### src/rtl/mux_arb_pkg.sv
// rtl/mux_arb_pkg.sv - shared types and rotating-priority search for the mux arbiter
package mux_arb_pkg;

    localparam int NUM_REQ = 4;
    localparam int SEL_W   = 2;

    typedef enum logic {
        IDLE  = 1'b0,
        GRANT = 1'b1
    } arb_state_t;

    typedef struct packed {
        logic             found;
        logic [SEL_W-1:0] idx;
    } rr_pick_t;

    // Search begins one past last_ptr and wraps 3->0; the first set request wins.
    function automatic rr_pick_t rr_pick(input logic [NUM_REQ-1:0] req,
                                         input logic [SEL_W-1:0]   last_ptr);
        rr_pick_t         res;
        logic [SEL_W-1:0] cand;
        res = '0;
        for (int i = 1; i <= NUM_REQ; i++) begin
            cand = last_ptr + SEL_W'(i);
            if (!res.found && req[cand]) begin
                res.found = 1'b1;
                res.idx   = cand;
            end
        end
        return res;
    endfunction

endpackage

### src/rtl/mux_rr_arbiter_mux4.sv
// rtl/mux_rr_arbiter_mux4.sv - plain 4:1 data mux driven by the arbiter's direction
module mux4 #(
    parameter int DATA_WIDTH = 2
) (
    input  logic [1:0]            sel_i,
    input  logic [DATA_WIDTH-1:0] in0_i,
    input  logic [DATA_WIDTH-1:0] in1_i,
    input  logic [DATA_WIDTH-1:0] in2_i,
    input  logic [DATA_WIDTH-1:0] in3_i,
    output logic [DATA_WIDTH-1:0] y_o
);

    always_comb begin
        y_o = in0_i;
        case (sel_i)
            2'd0:    y_o = in0_i;
            2'd1:    y_o = in1_i;
            2'd2:    y_o = in2_i;
            default: y_o = in3_i;
        endcase
    end

endmodule

### src/rtl/mux_rr_arbiter.sv
// rtl/mux_rr_arbiter.sv - round-robin arbiter with bounded tenure sharing one 4:1 mux
module mux_rr_arbiter
    import mux_arb_pkg::*;
#(
    parameter int DATA_WIDTH  = 2,
    parameter int HOLD_CYCLES = 4
) (
    input  logic                  clk_i,
    input  logic                  rst_i,
    input  logic [3:0]            req_i,
    input  logic [DATA_WIDTH-1:0] data0_i,
    input  logic [DATA_WIDTH-1:0] data1_i,
    input  logic [DATA_WIDTH-1:0] data2_i,
    input  logic [DATA_WIDTH-1:0] data3_i,
    output logic [3:0]            grant_o,
    output logic [1:0]            direction_o,
    output logic                  valid_o,
    output logic [DATA_WIDTH-1:0] data_o
);

    localparam logic [7:0] HOLD_MAX = 8'(HOLD_CYCLES);

    arb_state_t             state_q, state_d;
    logic [7:0]             hold_cnt_q, hold_cnt_d;
    logic [SEL_W-1:0]       last_ptr_q, last_ptr_d;
    logic [NUM_REQ-1:0]     grant_q, grant_d;
    logic [SEL_W-1:0]       dir_q, dir_d;
    logic                   valid_q, valid_d;
    logic [DATA_WIDTH-1:0]  mux_y;

    rr_pick_t pick;
    logic     holding;

    assign pick    = rr_pick(req_i, last_ptr_q);
    // The holder keeps the mux only while still requesting and under its tenure limit.
    assign holding = (state_q == GRANT) && req_i[dir_q] && (hold_cnt_q < HOLD_MAX);

    always_ff @(posedge clk_i or posedge rst_i) begin
        if (rst_i) begin
            state_q    <= IDLE;
            hold_cnt_q <= '0;
            last_ptr_q <= 2'd3;
            grant_q    <= '0;
            dir_q      <= '0;
            valid_q    <= 1'b0;
        end else begin
            state_q    <= state_d;
            hold_cnt_q <= hold_cnt_d;
            last_ptr_q <= last_ptr_d;
            grant_q    <= grant_d;
            dir_q      <= dir_d;
            valid_q    <= valid_d;
        end
    end

    always_comb begin
        state_d = state_q;
        case (state_q)
            IDLE:    state_d = pick.found ? GRANT : IDLE;
            GRANT:   state_d = (holding || pick.found) ? GRANT : IDLE;
            default: state_d = IDLE;
        endcase
    end

    always_comb begin
        hold_cnt_d = hold_cnt_q;
        last_ptr_d = last_ptr_q;
        grant_d    = grant_q;
        dir_d      = dir_q;
        valid_d    = valid_q;
        if (holding) begin
            hold_cnt_d = hold_cnt_q + 8'd1;
        end else if (pick.found) begin
            hold_cnt_d = 8'd1;
            last_ptr_d = pick.idx;
            grant_d    = 4'b0001 << pick.idx;
            dir_d      = pick.idx;
            valid_d    = 1'b1;
        end else begin
            hold_cnt_d = '0;
            grant_d    = '0;
            valid_d    = 1'b0;
        end
    end

    mux4 #(
        .DATA_WIDTH(DATA_WIDTH)
    ) u_mux4 (
        .sel_i(dir_q),
        .in0_i(data0_i),
        .in1_i(data1_i),
        .in2_i(data2_i),
        .in3_i(data3_i),
        .y_o  (mux_y)
    );

    assign grant_o     = grant_q;
    assign direction_o = dir_q;
    assign valid_o     = valid_q;
    assign data_o      = valid_q ? mux_y : '0;

endmodule

### config.mk
export PLATFORM = sky130hd
export DESIGN_NAME = mux_rr_arbiter
export DESIGN_NICKNAME = d
export VERILOG_FILES = /design/src/rtl/mux_arb_pkg.sv /design/src/rtl/mux_rr_arbiter_mux4.sv /design/src/rtl/mux_rr_arbiter.sv
export SDC_FILE = /design/constraint.sdc
export NUM_CORES = 1
export LEC_CHECK = 0
export CAP_MARGIN = 20
export CORE_MARGIN = 1.5
export CORE_UTILIZATION = 45
export CTS_BUF_LIST = sky130_fd_sc_hd__clkbuf_16
export DETAILED_ROUTE_END_ITERATION = 8
export GPL_ROUTABILITY_DRIVEN = 0
export PLACE_DENSITY_LB_ADDON = 0.25
export SLEW_MARGIN = 20
export SYNTH_ARGS = -nofsm -noshare
export SYNTH_HDL_FRONTEND = slang
export SYNTH_SLANG_ARGS = --single-unit
### constraint.sdc
create_clock -name clk_i -period 2 [get_ports clk_i]
set_input_delay 0.3 -clock clk_i [delete_from_list [all_inputs] [get_ports clk_i]]
set_output_delay 0.3 -clock clk_i [all_outputs]
set_load 0.03 [all_outputs]
**Yosys cells after proc, flatten, opt, wreduce, memory -nomap -nowiden**

Cells that the tools add are included.

- Output and inout port bits: 9
- Bits in registers: 18
- Word-level logic and storage cells: 54
- Input bits: 14

- Shift-type cells: 1
- Bitwise gates (word level): 2
- Mux-type cells: 22
- Reductions and logical operators: 11
- $add $sub $neg: 4
- Eq/ne operators: 2
- $lt $le $gt $ge: 6

Operators with widths:

| operator | number |
|---|---|
| < comparator 2 x 3 -> 1 bit, second input constant | 5 |
| 2-to-1 mux 3 bit | 4 |
| binary-select mux 1 bit (select 2 bit) | 5 |
| adder 8 x 1 -> 8 bit, second input constant | 1 |
| < comparator 8 x 3 -> 1 bit, second input constant | 1 |
| 2-to-1 mux 1 bit | 8 |
| 2-to-1 mux 8 bit | 1 |
| one-hot mux 2 bit (3 select lines) | 1 |
| logical AND 1 bit | 5 |
| adder 2 bit, second input constant | 2 |
| 2-to-1 mux 4 bit | 1 |
| << shifter 1 x 2 -> 4 bit, first input constant | 1 |
| logical NOT 1 bit | 3 |
| adder 2 x 1 -> 2 bit, second input constant | 1 |
| == test 2 x 1 -> 1 bit, second input constant | 1 |
| == test 2 bit, second input constant | 1 |
| logical NOT 2 bit | 1 |
| 2-to-1 mux 2 bit | 1 |
| inverter 1 bit | 2 |
| one-hot mux 1 bit (2 select lines) | 1 |
| AND reduction 2 bit | 1 |
| logical OR 1 bit | 1 |

**Logic depth before layout (Yosys ltp)**

- Depth after elaboration: 16
- Gate-level depth with buffers: 6
- Gate-level depth less buffers: 4

**Cells and area by module**

Synthesis repeated with hierarchy kept, for this count alone.

- Cells, all modules: 69
- Area, all modules: 854.6 µm²

Modules (own cells, without submodules):

| module | area each (µm²) | cells an instance | instances | seq. area each (µm²) |
|---|---|---|---|---|
| mux_rr_arbiter | 802.0 | 67 | 1 | 452.9 |
| mux4 | 52.6 | 2 | 1 | 0.0 |

**Worst setup path before layout**

Ideal clock, no wire load.

- Path type: register to register
- Start point: register dir_q[1] (netlist: direction_o[1])
- End point: register dir_q[0] (netlist: direction_o[0])
- Cell stages (with the launch flop): 6
- Clock period less this slack: 1927 ps
- Required time: 1875 ps
- Arrival: 1802 ps
- Path buffers: 1
- Setup time: 125 ps
- Path slack: 73 ps
- Cells stage by stage: dfrtp_1 mux4_2 and3_1 buf_6 nor2_4 mux2_2

- Word-level cells in the longest chain between the ends: 6

RTL lines:

| what | line | RTL |
|---|---|---|
| start: declaration | mux_rr_arbiter.sv:27 | `logic [SEL_W-1:0] dir_q, dir_d;` |
| start signal: assignment | mux_rr_arbiter.sv:51 | `dir_q <= dir_d;` |
| binary-select mux 1 bit (select 2 bit) | mux_rr_arbiter.sv:36 | `assign holding = (state_q == GRANT) && req_i[dir_q] && (hold_cnt_q < HOLD_MAX);` |
| 2-to-1 mux 1 bit (not written as such) | mux_rr_arbiter.sv:36 |  |
| logical AND 1 bit (2 in series) | mux_rr_arbiter.sv:36 |  |
| inverter 1 bit (no source line) | - |  |
| AND reduction 2 bit (no source line) | - |  |

No other way between the ends. The select of a mux whose other input is x is not followed.
A chain may end at the register's enable or synchronous reset.

**Final worst setup path**

- Start point: input data0_i[0]
- End point: output data_o[0]

- Word-level cells in the longest chain between the ends: 2

RTL lines:

| what | line | RTL |
|---|---|---|
| start: declaration | mux_rr_arbiter.sv:11 | `input logic [DATA_WIDTH-1:0] data0_i,` |
| one-hot mux 2 bit (3 select lines) | mux_rr_arbiter_mux4.sv:15 | `case (sel_i)` |
| 2-to-1 mux 2 bit | mux_rr_arbiter.sv:100 | `assign data_o = valid_q ? mux_y : '0;` |
| end: declaration | mux_rr_arbiter.sv:18 | `output logic [DATA_WIDTH-1:0] data_o` |

No other way between the ends.

==> run summary <==
The run finished with clean final reports. For the maximum number of pins on one net before global-route repair, the log shows 19. Counting flops with an async set or reset pin after synthesis yields a share of 100%. The run gives 1670 um as the wire length after detailed routing. The endpoint type of the worst setup path was an output port.

The tools report the total of hold buffers inserted after clock tree synthesis as 0. Global routing consumed, over all layers together, 19.2% of the routing resources. The tools report the endpoint of the most critical register-to-register path as direction_o[0]. The die covers 2100 sq um. The most frequent standard cell in the layout excluding fill and tap cells was sky130_fd_sc_hd__clkdlybuf4s50_1. The run gives 12 as the iteration-0 DRC count of the detailed router. Setup slack on the worst reg-to-reg path comes out at 0.26 ns.

The final critical path takes up 98.0% of the cycle. In the routed layout, each cell is associated on average with a via count of 4.82. In this run the critical register-to-register path is launched from direction_o[1]. After detailed routing, the average wire length per cell comes to 13.1 um. The worst pin sits at a relative slew slack of 57.1%. Input and output buffers added on the ports amount to 22. Of all cell types, the one taking the most synthesized area is sky130_fd_sc_hd__dfrtp_1. In this run, synthesis produced a sequential element count of 18. The predominant post-synthesis flop cell was sky130_fd_sc_hd__dfrtp_1.

In this run the static leakage power is 0.529 nW. For the part of the total power dissipated in the clock network, the log shows 27.8%. 23 I/O pins were placed.

The tools report the placed cell count as 122. Vertical extent of the die: 45.8 um. The worst setup path is launched from a primary input. For the pin with the worst max-slew slack, the measured transition is 0.643 ns. Before antenna repair, the detailed router went through 3 iterations. The smallest clock period supported by the final layout is computed as 1.96 ns. The worst-case IR drop observed on VDD is 0.881 mV. The floorplan has 15 rows.

Cells fill 70.5% of the core in the end. Relative to the synthesized area, the layout overhead comes to 47.6%. Cell internal power was estimated by the tool at 0.000965 W. Count of inserted antenna diode cells: 0. STA puts the critical path data required time at 1.70 ns. The cell class contributing the biggest share of worst-path delay is buffers and inverters. The initial antenna violation count is 0, and the total number of nets in the final design is 118. The top cell types in the final layout, fill and taps aside, are sky130_fd_sc_hd__clkdlybuf4s50_1 (20), sky130_fd_sc_hd__dfrtp_1 (16), sky130_fd_sc_hd__buf_4 (10).

The run gives 0.441 ns as the worst slack on hold paths. After legalization and detailed placement, the total HPWL measured 1270 um. The core box area was 1730 sq um; the starting density of the core was 47.8%.

The count of buffering cells on the critical path with inverters included was 2. The run gives 1 as the number of levels the H-tree was split into. In this run the worst hold path is classified as primary input to asynchronous set/reset pin. TritonCTS built the clock tree. The per-instance average area after synthesis was 12.9 sq um.

Master of the slowest instance on the critical path: sky130_fd_sc_hd__mux4_2. Clock transition at the registers of the reported paths: 0.05 ns. The final instance count without filler cells was 127; the routed metal-1 wire length was 716 um.

The maximum fanout encountered on the critical timing path works out to 1. The total global routing overflow was 0. The max-capacitance violation count is 0. The number of setup violations in the final report came out at 0. Summed over all nets, the switching power comes to 0.000432 W. The final route contains 612 vias. The tools report the number of distinct library cell variants in the gate-level netlist after synthesis as 28. From left edge to right edge, the die measures 45.8 um. The synthesized cell area was 825 sq um; the top-area cell type share of the netlist area was 48.6%. The tools report the remaining number of nets flagged by the antenna check after routing as 0.

The tools report the data arrival at the endpoint of the critical path as 1.66 ns. Ranked by total cell area, the synthesized netlist is headed by sky130_fd_sc_hd__dfrtp_1 (49%), sky130_fd_sc_hd__mux4_2 (8.2%), sky130_fd_sc_hd__dfstp_2 (6.4%). The top layer used by detailed routing was met3. The cell count after synthesis came out at 64. The tools report the setup slack after placement as -0.222 ns. During synthesis, Yosys emitted a total of 0 warnings. Ratio of cells with drive above 1 in the final layout: 22.5%. The sequential cell fraction of total power was 36.1%; the first-pass GRT wire length was 2800 um. The highest attainable clock frequency was 510 MHz; the wire length on met3 was 94 um. The via count of the first global-routing pass came out at 645.

The tools report the register area share after synthesis as 54.9%. Combinational logic burns 36.1% of the power. The largest stage delay on the critical path was 0.45 ns. In the post-route analysis, the smallest setup slack over all paths is 0.0407 ns. Fraction of power spent switching nets: 30.9%. The number of clock buffers added by TritonCTS is 3.

Summed over all nets, wire length on met2 after detailed routing comes to 855 um. In this run the power density over the cells is 1150 nW/um^2. The worst setup path is of the primary input to output port kind.

The insertion delay of the later-clocked pin in the worst-skew pair was 0.24 ns; the number of max-slew violations in the final report was 0. The cell sitting at the root of the clock tree is a sky130_fd_sc_hd__clkbuf_16. On the final layout, the worst clock skew is 0.00363 ns. The maximum buffer depth of the clock tree is 2, and the number of enable flip-flop cells after synthesis is 0. The total number of clock tree sinks came out at 18. The remaining routing DRC violations is 0, and the count of final hold-check violations is 0. Walking the worst path, the cells encountered are clkdlybuf4s50_1 > mux4_2 > and2_1 > clkdlybuf4s15_1.

Setup repair after global routing left no endpoint under its margin. The worst register-to-register path has a depth of 4.
## logic make-up (layout without fill, tap and decap cells)
logic type	count (synthesis)	count (layout)	synth area share, %
buffers and inverters	5	39	4.10
muxes	6	6	12.1
xor gates and xnor gates	1	1	1.06
and+or+nand+nor	19	19	15.0
adders and majority gates	1	1	1.52
DFF	18	18	54.9
AOI/OAI and AO/OA	13	13	10.8
other	1	5	0.455
## cells in the mapped netlist, drive strengths merged (2+ instances only)
master and n:
dfrtp 16, a21oi 4, and2 4, o31ai 4, inv 3, mux4 3, nand2 3, a32o 2
buf 2, dfstp 2, mux2 2, nor2 2, nor3 2, o21ai 2
## worst register-to-register path, stage by stage, from the launching register on
cell and delay [ns]:
sky130_fd_sc_hd__dfrtp_1 0.45, sky130_fd_sc_hd__mux4_2 0.52, sky130_fd_sc_hd__and3_1 0.20, sky130_fd_sc_hd__nor2_4 0.12, sky130_fd_sc_hd__mux2_2 0.34
## how the worst max path moves through the flow
stage,end,cells after the start,startpoint,slack (ns)
2_1_floorplan,direction_o[0],5,direction_o[1],0.07
3_3_place_gp,data_o[1],4,data3_i[1],-0.19
3_5_place_dp,data_o[0],4,data3_i[0],-0.22
4_1_cts,data_o[1],3,direction_o[0],0.001
5_1_grt,data_o[0],3,direction_o[0],0.003
6_report,data_o[0],4,data0_i[0],0.04
## layer usage
layer	vias up	GRT usage, %
li1	306	-
met1	292	22.3
met2	14	33.5
met3	0	7.94
met4	0	3.43
met5	-	0
## registers in the layout (all words and copies together) (netlist names)
name and count:
state_q 1, last_ptr_q 2, direction_o 2, hold_cnt_q 8, valid_o 1, grant_o 4
## power groups by stage
stage                     sequential (W)  clock (W)  combinational (W)
after floorplan                 0.000590          0           0.000203
after global placement          0.000509          0           0.000498
after detailed placement        0.000514          0           0.000505
after CTS                       0.000509   0.000402           0.000497
after global routing            0.000519   0.000417           0.000539
final                           0.000504   0.000389           0.000504
## timing repair
action	in CTS	in global routing
buffers inserted	0	1
resized for setup	3	2
setup endpoints to repair	2	2
## area by class of cell
class,count,area (sq um)
clock inverter,1,3.75
timing repair buffer,32,290
clock buffer,3,75.1
fill,145,509
tap,25,31.3
sequential,18,453
inverter,3,11.3
multi-input combinational,45,353
## per-stage QoR
step | TNS [ns] | area [sq um] | total power, W
2_1_floorplan | 0 | 840 | 0.000794
3_3_place_gp | -0.368 | 1140 | 0.00101
3_5_place_dp | -0.440 | 1140 | 0.00102
4_1_cts | 0 | 1210 | 0.00141
5_1_grt | 0 | 1220 | 0.00147
6_report | 0 | 1220 | 0.00140
(Power assumes the default switching activity.)
